--- config.mk ---
export PLATFORM = sky130hd
export DESIGN_NAME = instr_encoder
export DESIGN_NICKNAME = d
export VERILOG_FILES = /design/src/rtl/instr_encoder.sv
export SDC_FILE = /design/constraint.sdc
export NUM_CORES = 1
export LEC_CHECK = 0
export BUFFER_PORTS_ARGS = -buffer_cell sky130_fd_sc_hd__buf_2
export CORE_ASPECT_RATIO = 1.5
export CORE_MARGIN = 4
export CORE_UTILIZATION = 40
export CTS_CLUSTER_SIZE = 24
export DETAILED_ROUTE_END_ITERATION = 8
export PLACE_DENSITY = 0.78
export SLEW_MARGIN = 20
export SYNTH_ARGS = -nofsm -noshare
export SYNTH_HDL_FRONTEND = slang
export SYNTH_SLANG_ARGS = --single-unit
--- constraint.sdc ---
create_clock -name i_clk -period 3.4 [get_ports i_clk]
set_clock_uncertainty 0.15 [all_clocks]
set_input_delay 0.17 -clock i_clk [delete_from_list [all_inputs] [get_ports i_clk]]
set_output_delay 0.17 -clock i_clk [all_outputs]
set_load 0.01 [all_outputs]
--- src/rtl/instr_encoder.sv ---
// instr_encoder: packs decoded instruction fields (cond/Op/Funct/Rn/Rd/
// Src2/Imm24) into 32-bit machine words and streams them into instruction
// memory at consecutive word addresses starting from BASE. Bundles the
// decoder cannot execute are consumed but dropped, and a sticky error is set.
//
// Optional feature: define INSTR_ENCODER_CHECKSUM_EN to add the o_csum
// port, a running XOR of every word written since the last start.

module instr_encoder #(
    parameter int DEPTH = 64,
    parameter int AW    = 6,
    parameter int BASE  = 0
) (
    input  logic            i_clk,
    input  logic            i_reset,
    input  logic            i_start,
    input  logic            i_finish,
    input  logic            i_in_valid,
    output logic            o_in_ready,
    input  logic [3:0]      i_cond,
    input  logic [1:0]      i_op,
    input  logic [5:0]      i_funct,
    input  logic [3:0]      i_rn,
    input  logic [3:0]      i_rd,
    input  logic [11:0]     i_src2,
    input  logic [23:0]     i_imm24,
    output logic            o_imem_we,
    output logic [AW-1:0]   o_imem_addr,
    output logic [31:0]     o_imem_wdata,
    input  logic            i_imem_ready,
    output logic [AW:0]     o_count,
    output logic            o_full,
    output logic            o_err,
    output logic            o_done
`ifdef INSTR_ENCODER_CHECKSUM_EN
    ,
    output logic [31:0]     o_csum
`endif
);

    localparam logic [AW:0]   DEPTH_C = (AW+1)'(DEPTH);
    localparam logic [AW-1:0] BASE_C  = AW'(BASE);

    // S_DRAIN: finish seen while a word is still held; wait for its write.
    typedef enum logic [1:0] {
        S_IDLE,
        S_LOAD,
        S_DRAIN,
        S_DONE
    } state_t;

    state_t        r_state;
    logic          r_we;
    logic [AW-1:0] r_addr;
    logic [31:0]   r_wdata;
    logic [AW:0]   r_count;
    logic          r_err;
`ifdef INSTR_ENCODER_CHECKSUM_EN
    logic [31:0]   r_csum;
`endif

    logic          w_write_done;
    logic          w_full_next;
    logic          w_accept;
    logic          w_legal;
    logic [31:0]   w_word;
    logic          w_we_next;
    logic [AW:0]   w_count_inc;
    logic          w_full_after;

    // The held word counts toward capacity so the DEPTH-th word blocks intake.
    assign w_write_done = r_we & i_imem_ready;
    assign w_full_next  = (r_count + (AW+1)'(r_we)) >= DEPTH_C;
    assign o_in_ready   = (r_state == S_LOAD) & ~w_full_next & (~r_we | i_imem_ready);
    assign w_accept     = i_in_valid & o_in_ready;
    assign w_we_next    = (w_accept & w_legal) | (r_we & ~i_imem_ready);
    assign w_count_inc  = r_count + (AW+1)'(1);
    assign w_full_after = w_write_done ? (w_count_inc == DEPTH_C) : (r_count == DEPTH_C);

    // Legality of the offered bundle: only opcodes/commands the decoder executes.
    always_comb begin
        // NOTE: every always_comb output gets a default first so no latch is inferred.
        w_legal = 1'b1;
        case (i_op)
            2'b11: w_legal = 1'b0;
            2'b00: begin
                case (i_funct[4:1])
                    4'b0100, 4'b0010, 4'b0000, 4'b1100: w_legal = 1'b1;
                    // SDIV/UDIV exist only in register form.
                    4'b1011, 4'b1010:                   w_legal = ~i_funct[5];
                    default:                            w_legal = 1'b0;
                endcase
            end
            default: w_legal = 1'b1;
        endcase
    end

    // Field packing: branches carry L in bit 24 and a 24-bit offset.
    always_comb begin
        w_word = {i_cond, i_op, i_funct, i_rn, i_rd, i_src2};
        if (i_op == 2'b10) begin
            w_word = {i_cond, 3'b101, i_funct[4], i_imm24};
        end
    end

    // Control FSM, output register, address/count tracking and sticky error.
    always_ff @(posedge i_clk or posedge i_reset) begin
        // NOTE: sequential state uses non-blocking assignments so every register
        // samples pre-edge values regardless of statement order.
        if (i_reset) begin
            r_state <= S_IDLE;
            r_we    <= 1'b0;
            r_addr  <= BASE_C;
            r_wdata <= '0;
            r_count <= '0;
            r_err   <= 1'b0;
`ifdef INSTR_ENCODER_CHECKSUM_EN
            r_csum  <= '0;
`endif
        end else if (i_start) begin
            // start overrides finish and any handshake this cycle.
            r_state <= S_LOAD;
            r_we    <= 1'b0;
            r_addr  <= BASE_C;
            r_count <= '0;
            r_err   <= 1'b0;
`ifdef INSTR_ENCODER_CHECKSUM_EN
            r_csum  <= '0;
`endif
        end else begin
            if (w_write_done) begin
                r_we    <= 1'b0;
                r_count <= w_count_inc;
                // Address parks on the last slot once the region is full.
                if (w_count_inc != DEPTH_C) begin
                    r_addr <= r_addr + AW'(1);
                end
`ifdef INSTR_ENCODER_CHECKSUM_EN
                r_csum  <= r_csum ^ r_wdata;
`endif
            end
            if (w_accept) begin
                if (w_legal) begin
                    r_we    <= 1'b1;
                    r_wdata <= w_word;
                end else begin
                    r_err   <= 1'b1;
                end
            end
            case (r_state)
                S_LOAD: begin
                    if (i_finish | w_full_after) begin
                        r_state <= w_we_next ? S_DRAIN : S_DONE;
                    end
                end
                S_DRAIN: begin
                    if (!w_we_next) begin
                        r_state <= S_DONE;
                    end
                end
                default: r_state <= r_state;
            endcase
        end
    end

    assign o_imem_we    = r_we;
    assign o_imem_addr  = r_addr;
    assign o_imem_wdata = r_wdata;
    assign o_count      = r_count;
    assign o_full       = (r_count == DEPTH_C);
    assign o_err        = r_err;
    assign o_done       = (r_state == S_DONE);
`ifdef INSTR_ENCODER_CHECKSUM_EN
    assign o_csum       = r_csum;
`endif

endmodule
**Word-level counts from Yosys, hierarchy flattened**

Cells that the tools add are included.

- Word-level logic and storage cells: 73
- Bits in registers: 49
- Output and inout port bits: 50
- Bits of input ports: 62

- Bitwise gates (word level): 14
- $lt $le $gt $ge: 1
- $add $sub $neg: 3
- Reductions and logical operators: 12
- Muxes and demuxes: 21
- Equal/unequal tests: 16

Operators by type and width:

| kind | number |
|---|---|
| two-way mux 28 bit | 1 |
| two-way mux 6 bit | 3 |
| equality test 7 bit (second input constant) | 2 |
| two-way mux 7 bit | 2 |
| equality test 4 bit (second input constant) | 3 |
| two-way mux 1 bit | 9 |
| equality test 2 bit (second input constant) | 4 |
| adder 7 x 1 -> 7 bit | 1 |
| adder 7 x 1 -> 7 bit (second input constant) | 1 |
| >= comparator 7 bit (second input constant) | 1 |
| != test 7 bit (second input constant) | 1 |
| adder 6 x 1 -> 6 bit (second input constant) | 1 |
| AND 1 bit | 6 |
| two-way mux 2 bit | 3 |
| AND reduction 3 bit | 2 |
| nonzero test 2 bit | 3 |
| inverter 1 bit | 5 |
| equality test 4 x 2 -> 1 bit (second input constant) | 1 |
| equality test 4 x 3 -> 1 bit (second input constant) | 1 |
| zero test 4 bit | 1 |
| case mux 1 bit (2 select lines) | 2 |
| case mux 2 bit (2 select lines) | 1 |
| AND reduction 2 bit | 2 |
| OR reduction 4 bit | 1 |
| other kinds (8) | 10 |

**Longest topological paths before layout**

Gate-level depths: netlist of the first run.

- Word-level depth: 12
- Mapped depth: 8
- Depth with buffers taken out: 7

**Worst setup path after synthesis of the first run**

No wires, ideal clock.

- Kind: register to register
- Start: register r_we (netlist: o_imem_we)
- End: register r_wdata[10] (netlist: o_imem_wdata[10])
- Setup time: 0.125 ns
- Arrival: 2.066 ns
- Slack: 1.059 ns
- Clock period less this slack: 2.341 ns
- Required time: 3.125 ns
- Stages on the path, launching flop included: 9
- Buffers on the path: 2
- Path through: dfrtp_1 > ha_1 > ha_1 > a31o_2 > a21oi_2 > and4bb_1 > buf_6 > buf_12 > mux2_4

- Word-level cells in the longest chain between the ends: 7
- Elaborated cells between the ends (all ways): 9
- Classes of those cells: add/sub (1); order compare (1); bitwise (6); reduce/logical (1)

Ends and longest elaborated chain:

| what | RTL line | source |
|---|---|---|
| start: declaration | 53 | `logic r_we;` |
| start signal: assignment | 112 | `r_we <= 1'b0;` |
| start signal: assignment | 123 | `r_we <= 1'b0;` |
| start signal: assignment | 132 | `r_we <= 1'b0;` |
| adder 7 x 1 -> 7 bit | 73 | `assign w_full_next = (r_count + (AW+1)'(r_we)) >= DEPTH_C;` |
| >= comparator 7 bit | 73 |  |
| inverter 1 bit | 74 | `assign o_in_ready = (r_state == S_LOAD) & ~w_full_next & (~r_we \| i_imem_ready);` |
| AND 1 bit | 74 |  |
| AND 1 bit * | 74 |  |
| named net o_in_ready | 19 | `output logic o_in_ready,` |
| AND 1 bit * | 75 | `assign w_accept = i_in_valid & o_in_ready;` |
| AND reduction 3 bit (no line) * | n/a |  |
| end signal: assignment | 145 | `r_wdata <= w_word;` |
| end: declaration | 55 | `logic [31:0] r_wdata;` |

Mark *: on every way through the listed nets, which the timed path passes. The rest lies on a longest branch.
A chain may end at the register's enable or synchronous reset.

**Worst setup path after layout of the first run**

- Start: register r_count[0] (netlist: o_count[0])
- End: register r_wdata[29] (netlist: o_imem_wdata[29])

- Word-level cells in the longest chain between the ends: 7

Ends and longest elaborated chain:

| what | RTL line | source |
|---|---|---|
| start: declaration | 56 | `logic [AW:0] r_count;` |
| start signal: assignment | 133 | `r_count <= w_count_inc;` |
| adder 7 x 1 -> 7 bit | 73 |  |
| >= comparator 7 bit | 73 |  |
| inverter 1 bit | 74 |  |
| AND 1 bit (2 in a row) | 74 |  |
| AND 1 bit | 75 |  |
| AND reduction 3 bit (no line) | n/a |  |

No other way between the ends.

==> reports/qor.csv, run 1 <==
metric;value;unit
grt_max_degree;50;
synth_ff_type;dfrtp_1;
cp-end-kind;register;
worstPathArrival;2720;ps
syn-num-nets;278;
fillerInstances;586;
maxSlewHeadroom;44.3;%
critPathMaxFanout;27;
clkTransAtPathRegs;90;ps
crit_required;3440;ps
ff2ff_setup_slack;730;ps
finalWeightedCongestion;0.841;
cts-htree-levels;2;
start_util;41.3;%
route.detailed.drc;0;
dr.pass1.iters;4;
timing.final.crit_period;2670;ps
drive_gt1_share;57.3;%
worstReg2RegStart;o_count[0];
cts_tree;yes;
yosysSeqAreaShare;45.8;%
synth_cell_types;40;
holdPathEnd;o_imem_wdata[26];
final_max_slew_viol_count;0;
n_antenna_cell;0;
whs;25.0;ps
syn_area;2680;sq um
min_from;i_op[0];
drt_iter0_drc;49;
cap_violations;0;
row_count;36;
wirelength;5.89;mm
synth_compound_area_share;5.79;%
synth_edf_count;0;
clock_path_buffers;2;
yosysWarnings;0;
grt_pass1_wl;9.36;mm
fin_crit_sh;78.7;%
syn_avg_cell_area;12.7;sq um
die_area;8100;sq um
seqCellArea;1230;sq um
synth_xor_area_share;2.29;%
ys_top_cells_by_area;dfrtp_1 46%, mux2_4 15%, mux2_2 13%;
syn_to_final_growth;28.9;%
grt_pass1_vias;2026;
drt-wirelength-per-cell;14.6;um
synth_seq_cells;49;
synth_top_family_by_area;multiplexers;
p_leak;1.73;nW
syn_inst;211;
yosysTopAreaCell;dfrtp_1;
ant_nets;0;
dp_hpwl;4.50;mm
gr-total-overflow;0;
fin_ws;726;ps
setup_viol;0;
multi_input_area;1340;sq um
min_path_cells;2;
rsz0062_at_grt;no;
pin_count;112;
final.setup.tns;0;ps
vdd_drop_max;204;uV
synth.mux.area_fraction;28.9;%
cp-start-kind;register;
r2r_end;o_imem_wdata[29];
routed_via_density;5.01;
clock_tree.root_cell;clkbuf_8;
die_h;108;um
max_freq;374;MHz
core_area;6490;sq um
cts_made_buffers;5;
hold_viol_final;0;
antenna_found_initial;0;
num_vias;2024;
instances_no_fill;404;
pre_cts_slack;701;ps
synthArstFlopShare;100;%
ctsResizeCount;0;
synthAdderAreaFrac;2.33;%
fp.dieW;74.8;um
portBuffers;111;
rr_worst_depth;7;
synth.top_cell.area_share;45.8;%
worst_pin_slew;835;ps
final_util;53.3;%
grt_usage;14.8;%
insertion_delay;300;ps
worstSetupPathType;reg -> reg;
synth-simple-area-share;10.5;%
cts_sinks;49;
dp_cells;388;
p_per_area;492;nW/um^2
status;finished, final reports clean;
min_path_type;in -> reg;
final_net_count;394;
## cell type report
type	instances	share of cell area, %
Timing Repair Buffer	121	19.2
Sequential cell	49	35.5
Multi-Input combinational cell	145	38.7
Tap cell	76	2.75
Clock inverter	3	1.34
Clock buffer	5	1.99
Inverter	5	0.579
## how the worst max path moves through the flow
stage,cells past startpoint,start,slack [ps],to
5_1_grt,7,o_count[0],600,o_imem_wdata[29]
2_1_floorplan,8,o_imem_we,1060,o_imem_wdata[10]
6_report,7,o_count[0],730,o_imem_wdata[29]
4_1_cts,7,o_count[0],690,o_imem_wdata[1]
3_5_place_dp,7,o_count[0],700,o_imem_wdata[1]
3_3_place_gp,7,o_count[0],790,o_imem_wdata[29]
## cells by family after synthesis
family	count (synthesis)
flops	49
fa+ha+maj	5
compound gates	22
simple gates	51
buf+inv	17
xor+xnor	7
mux	60
## metrics by stage
step / total power, mW / cell area (sq um)
finish: 1.70 / 3460
global placement: 1.28 / 3260
detailed placement: 1.29 / 3260
CTS: 1.73 / 3450
global route: 1.80 / 3460
floorplan: 1.09 / 2680
## routing by layer
metal	up-vias	global-route usage, %	wire length [um]
li1	975	-	-
met1	976	17.3	2290
met2	66	25.7	3140
met3	7	3.91	387
met4	0	4.58	72
met5	-	0	0
## repair_timing
item / CTS / global route
buffers inserted: 0 / 0
hold buffers: 8 / 0
endpoints found under the hold margin: 34 / 0
## synthesized netlist by cell type, drive strengths merged (5+ instances only)
cell and n:
inv 5, nand2 8, clkbuf 7, buf 5, nor2b 5, dfrtp 49, xor2 5, nor2 16
a21oi 6, mux2 58, nand4 8, ha 5
## flip-flops by register name (all words and copies together) (netlist names)
register,cells
o_err,1
r_state,2
o_imem_addr,6
o_imem_we,1
o_imem_wdata,32
o_count,7
## report_power, final
part	internal (mW)	leakage (nW)	total (mW)	switching, mW
registers	0.705	0.608	0.778	0.0732
clock network	0.220	0.0543	0.420	0.200
logic	0.295	1.07	0.504	0.209
## worst max-delay path: stages, from the launching register on
cell and delay [ps]:
dfrtp_1 510, ha_1 240, ha_1 200, a31o_2 240
a21oi_2 150, and4bb_2 440, buf_12 270, mux2_2 350
## cells in the final DEF, fill, tap and decap left out, types with 2 or more instances in the layout
cell           count
nand4_1            7
dlygate4sd3_1      8
inv_1              4
nor2_1            16
mux2i_1            2
xnor2_1            2
ha_1               5
o21ai_0            3
and2_1             2
a21oi_1            5
clkbuf_8           5
nand2b_1           4
nor2b_1            4
a31o_2             2
dfrtp_1           49
mux2_2            31
nand3_1            2
buf_2            111
a31oi_1            2
nand2_1            8
xor2_1             5
mux2_4            27
No activity file was read; power rests on OpenSTA's default activity.
==> run 2: changes to the inputs <==
- ABC_AREA: unset -> 1
- PLACE_DENSITY: 0.78 -> 0.8
- clock period: 3.4 -> 2.3 ns (I/O delays scaled with it)
==> reports/qor.csv, run 2 <==
metric;value;unit;change
num_vias;2880;;+42%
synth_ff_type;dfrtp_1;;
worst_pin_slew;709;ps;-126 ps
syn_area;2650;sq um;-0.98%
synth_common_cells;114 x nand2_1, 49 x dfrtp_1, 30 x nand3_1;;
min_path_type;in -> reg;;
layout_commonest_cell;nand2_1;;
core_area;6490;sq um;unchanged
row_count;36;;unchanged
rsz0062_at_grt;yes;;
drt_iter0_drc;135;;+180%
routed_via_density;5.10;;+1.7%
portBuffers;111;;unchanged
yosysMostFrequentCell;nand2_1;;
syn_avg_cell_area;8.27;sq um;-35%
fillerInstances;532;;-9.2%
synthArstFlopShare;100;%;unchanged
worstReg2RegStart;o_imem_we;;
cts-htree-levels;2;;unchanged
gr-total-overflow;0;;unchanged
final_cell_mix;114 x nand2_1, 111 x buf_2, 55 x dlygate4sd3_1, 49 x dfrtp_1, 30 x nand3_1;;
n_antenna_cell;0;;unchanged
grt_pass1_vias;3020;;+49%
syn-num-nets;388;;+40%
worstPathArrival;2220;ps;-500 ps
wirelength;8.49;mm;+44%
startpoint;o_imem_we;;
dr.pass1.iters;5;;+1
max_freq;464;MHz;+24%
p_int;1.90;mW;+56%
cts_tree;yes;;
combinationalPowerShare;29.9;%;+0.3 points
cap_violations;0;;unchanged
antenna_found_initial;0;;unchanged
drt-wirelength-per-cell;15.0;um;+3.0%
critPathMaxFanout;32;;+19%
syn_to_final_growth;49.2;%;
hold_viol_final;0;;unchanged
syn_inst;321;;+52%
instances_no_fill;565;;+40%
grt_usage;22.7;%;+7.9 points
seqCellArea;1230;sq um;unchanged
p_clk_share;27.3;%;+2.6 points
fin_crit_sh;93.8;%;+15 points
route.detailed.drc;0;;unchanged
status;finished, final reports clean;;
grt_max_degree;33;;-34%
sw_frac_of_total;31.3;%;+3.0 points
ys_top_cells_by_area;dfrtp_1 46%, nand2_1 16%, o21a_1 6.2%;;
min_from;i_imm24[1];;
insertion_delay;310;ps;about the same
finish.instance_area;3960;sq um;+15%
p_per_area;698;nW/um^2;+42%
p_leak;2.04;nW;+18%
rr_worst_depth;10;;+3
clock_tree.root_cell;clkbuf_8;;
synth_edf_count;0;;unchanged
pre_cts_slack;161;ps;-540 ps
holdPathEnd;o_imem_wdata[1];;
largest_register_ff_count;32;;unchanged
synth_seq_cells;49;;unchanged
cp-start-kind;register;;
timing.final.crit_period;2160;ps;-517 ps
crit_required;2360;ps;-1080 ps
dp_hpwl;5.13;mm;+14%
grt_pass1_wl;14.1;mm;+51%
final_net_count;555;;+41%
die_area;8030;sq um;-0.89%
synth_cell_types;29;;-28%
final_util;61.0;%;+7.8 points
die_h;108;um;-0.45%
min_path_cells;4;;+2
ctsResizeCount;0;;unchanged
finalWeightedCongestion;0.913;;+8.6%
clock_path_buffers;2;;unchanged
r2r_end;o_imem_wdata[0];;
maxSlewHeadroom;52.7;%;+8.4 points
ant_nets;0;;unchanged
drive_gt1_share;29.4;%;-28 points
cts_made_buffers;5;;unchanged
yosysWarnings;0;;unchanged
cp-end-kind;register;;
final_max_slew_viol_count;0;;unchanged
fp.dieW;74.5;um;-0.44%
start_util;40.9;%;-0.41 points
placed_cell_area;3270;sq um;+0.35%
dp_cells;502;;+29%
cts_sinks;49;;unchanged
vdd_drop_max;490;uV;+140%
final.setup.tns;0;ps;unchanged
multi_input_area;1210;sq um;-9.4%
p_seq_share;42.8;%;-2.9 points
yosysTopAreaCell;dfrtp_1;;
setup_viol;0;;unchanged
fin_ws;143;ps;-583 ps
yosysSeqAreaShare;46.2;%;+0.45 points
p_total;2.76;mW;+62%
synth.top_cell.area_share;46.2;%;+0.45 points
worstSetupPathType;reg -> reg;;
ff2ff_setup_slack;140;ps;-580 ps
whs;22.0;ps;-3.02 ps
pin_count;112;;unchanged
clkTransAtPathRegs;100;ps;about the same
switchingPower;0.865;mW;+79%
## run 2: cell types whose count changed after synthesis, moves of 10 or more
cell | previous run | this run
inv_1 | 5 | 29
mux2_2 | 31 | 0
mux2_4 | 27 | 0
nand2_1 | 8 | 114
nand3_1 | 2 | 30
nand3_2 | 0 | 10
o21a_1 | 1 | 22
## run 2: metal layers
metal,wire length (um),GRT usage [%],up-vias
met3,800,6.73,21
met4,188,7.63,0
met1,3170,26.4,1322
met2,4330,38.8,165
met5,0,0,-
li1,-,-,1372
## run 2: worst max-delay path: stages, from the launching register on
cell     delay (ps)
dfrtp_1         420
ha_1            210
ha_1            190
nand3_1         100
nand2_2          80
nor3_4          140
nand2_2         120
nor2_8          190
buf_12          220
nand3_1         110
o21a_1          130
## run 2: cells by family after synthesis
family	share of synthesized area (%)
XOR/XNOR	1.65
AO/OA/AOI/OAI	10.9
AND/OR/NAND/NOR	30.6
flip-flops	46.2
buffers and inverters	8.25
adder cells (fa/ha/maj)	2.36
## run 2: area by class of cell
| type | count | share of cell area [%] |
|---|---|---|
| Timing Repair Buffer | 172 | 29.7 |
| Inverter | 30 | 2.84 |
| Tap cell | 76 | 2.40 |
| Multi-Input combinational cell | 230 | 30.6 |
| Clock inverter | 3 | 1.74 |
| Clock buffer | 5 | 1.74 |
| Sequential cell | 49 | 31.0 |
## run 2: timing repair
action                                  in CTS  in global routing
hold buffers                                55                  0
buffers inserted                             0                  0
endpoints found under the hold margin       58                  0
endpoints found under the setup margin       0                  1
## run 2: worst max path at each step
stage | endpoint | slack (ps) | cells past startpoint
after floorplan | o_imem_wdata[2] | 310 | 10
after global placement | o_imem_wdata[1] | 250 | 10
after detailed placement | o_imem_wdata[1] | 160 | 10
after CTS | o_imem_wdata[1] | 140 | 10
after global routing | o_imem_wdata[0] | -20 | 10
final | o_imem_wdata[0] | 140 | 10
## run 2: power groups by stage
stage | sequential (mW) | clock [mW] | combinational (mW)
6_report | 1.18 | 0.754 | 0.825
5_1_grt | 1.21 | 0.801 | 0.909
3_5_place_dp | 1.19 | 0 | 0.741
3_3_place_gp | 1.19 | 0 | 0.719
2_1_floorplan | 1.28 | 0 | 0.306
4_1_cts | 1.18 | 0.769 | 0.812
==> run 3: changes to the inputs <==
- CORE_UTILIZATION: 40 -> 43
- PLACE_DENSITY: 0.8 -> 0.85
- clock period: 2.3 -> 1.9 ns (I/O delays scaled with it)
==> reports/qor.csv, run 3 (synthesized netlist as in run 2, its figures left out) <==
metric;value;unit;change
status;finished, violations left;;
failed_checks;negative setup slack;;
row_count;34;;-5.6%
fin_ws;-63.0;ps;-206 ps
portBuffers;111;;unchanged
p_seq_share;45.4;%;+2.6 points
wirelength;8.67;mm;+2.1%
p_int;2.15;mW;+13%
grt_pass1_wl;13.9;mm;-1.1%
worstPathArrival;2000;ps;-220 ps
final_net_count;572;;+3.1%
routed_via_density;5.13;;+0.57%
ant_nets;0;;unchanged
timing.final.crit_period;1960;ps;-194 ps
grt_pass1_vias;3014;;-0.20%
route.detailed.drc;0;;unchanged
switchingPower;1.02;mW;+18%
crit_required;1940;ps;-420 ps
cts_sinks;49;;unchanged
worstReg2RegStart;o_count[0];;
worst_pin_slew;689;ps;-19.9 ps
vdd_drop_max;571;uV;+16%
cp-end-kind;register;;
max_freq;509;MHz;+9.9%
clock_path_buffers;2;;unchanged
min_from;i_src2[11];;
grt_usage;23.3;%;+0.58 points
die_area;7520;sq um;-6.4%
layout_commonest_cell;buf_2;;
p_per_area;761;nW/um^2;+9.1%
min_path_type;in -> reg;;
cts_made_buffers;5;;unchanged
grt_max_degree;30;;-9.1%
gr-total-overflow;0;;unchanged
die_h;104;um;-3.3%
cts_tree;yes;;
cp-start-kind;register;;
antenna_found_initial;0;;unchanged
num_vias;2963;;+2.9%
final_cell_mix;111 x buf_2, 104 x nand2_1, 53 x dlygate4sd3_1, 47 x dfrtp_1, 29 x nand3_1;;
sw_frac_of_total;32.2;%;+0.85 points
worstSetupPathType;reg -> reg;;
p_leak;2.12;nW;+4.1%
startpoint;o_count[0];;
drive_gt1_share;35.2;%;+5.7 points
fillerInstances;440;;-17%
finalWeightedCongestion;0.829;;-9.2%
cts-htree-levels;2;;unchanged
hold_viol_final;0;;unchanged
final_max_slew_viol_count;0;;unchanged
fin_crit_sh;103;%;+9.5 points
n_antenna_cell;0;;unchanged
clkTransAtPathRegs;90;ps;about the same
setup_viol;32;;+32
fp.dieW;72.1;um;-3.2%
drt_iter0_drc;127;;-5.9%
p_clk_share;21.1;%;-6.2 points
multi_input_area;1280;sq um;+5.4%
combinationalPowerShare;33.5;%;+3.6 points
largest_register_ff_count;32;;unchanged
clock_tree.root_cell;clkbuf_8;;
dr.pass1.iters;4;;-1
insertion_delay;300;ps;about the same
syn_to_final_growth;56.8;%;
start_util;44.9;%;+4.0 points
final.setup.tns;-1170;ps;-1170 ps
rsz0062_at_grt;yes;;
whs;9.96;ps;-12.0 ps
dp_hpwl;5.55;mm;+8.3%
maxSlewHeadroom;54.0;%;+1.3 points
critPathMaxFanout;7;;-78%
cap_violations;0;;unchanged
core_area;5910;sq um;-8.8%
drt-wirelength-per-cell;15.0;um;-0.15%
pin_count;112;;unchanged
seqCellArea;1230;sq um;+0.20%
## run 3: changes by cell type in the layout (fill, tap and decap cells not counted), moves of 2 or more
| cell | delta |
|---|---|
| buf_4 | +14 |
| nand2_1 | -10 |
| nand2_2 | +9 |
| buf_6 | +2 |
| bufinv_16 | -2 |
| clkbuf_16 | +2 |
| clkbuf_8 | +2 |
| dfrtp_1 | -2 |
| dfrtp_2 | +2 |
| dlygate4sd3_1 | -2 |
| ha_1 | -2 |
| ha_4 | +2 |
| inv_8 | +2 |
## run 3: final cells by class
cell class	count	area share [%]
Tap cell	72	2.16
Clock buffer	7	2.32
Inverter	30	2.89
Clock inverter	1	0.120
Timing Repair inverter	1	0.271
Sequential cell	49	29.5
Multi-Input combinational cell	230	30.7
Timing Repair Buffer	188	32.1
## run 3: worst max-delay path: stages (launching register included)
cell	delay, ps
dfrtp_2	440
ha_4	170
ha_4	150
nand3_2	70
nand2_2	80
nor3_4	140
nand2_2	120
nor2_8	180
buf_4	190
nand3_2	70
o21a_1	100
## run 3: power groups by stage
stage	combinational (mW)	clock [mW]	sequential [mW]
6_report	1.06	0.668	1.44
5_1_grt	1.15	0.723	1.46
4_1_cts	1.04	0.688	1.43
3_5_place_dp	0.917	0	1.44
3_3_place_gp	0.892	0	1.43
2_1_floorplan	0.370	0	1.56
## run 3: final timing paths
path	end	slack [ps]	cells past startpoint
worst min-delay path	o_imem_wdata[11]	10	4
min in group asynchronous	o_imem_addr[5]	190	3
worst max register to register	o_imem_wdata[5]	-60	10
worst min register to register	o_imem_wdata[29]	330	2
max in group asynchronous	o_count[0]	870	4
worst max-delay path	o_imem_wdata[5]	-60	10
## run 3: per-stage QoR
step / instances / setup slack (ps) / power, mW / util, % / cell area (sq um)
final: 578 / -63.0 / 3.17 / 70.4 / 4160
after detailed placement: 510 / -99.9 / 2.36 / 57.3 / 3390
after floorplan: 321 / -20.6 / 1.93 / - / 2690
after global placement: 510 / -7.66 / 2.32 / 57.3 / 3390
after global routing: 578 / -160 / 3.34 / 70.4 / 4160
after CTS: 575 / -88.2 / 3.16 / 69.5 / 4110
## run 3: routing by layer
metal / vias to the layer above / share of wire (%) / global-route usage, %
li1: 1404 / - / -
met5: - / 0 / 0
met4: 0 / 3.6 / 8.74
met2: 136 / 55 / 44.3
met3: 31 / 6.8 / 3.77
met1: 1392 / 35 / 24.4
## run 3: what timing repair did
action | in CTS | in global routing
buffers inserted | 2 | 2
hold buffers | 53 | 0
resized for setup | 16 | 5
endpoints found under the hold margin | 52 | 0
endpoints found under the setup margin | 30 | 39
cloned | 2 | 1
pin swaps | 5 | 0
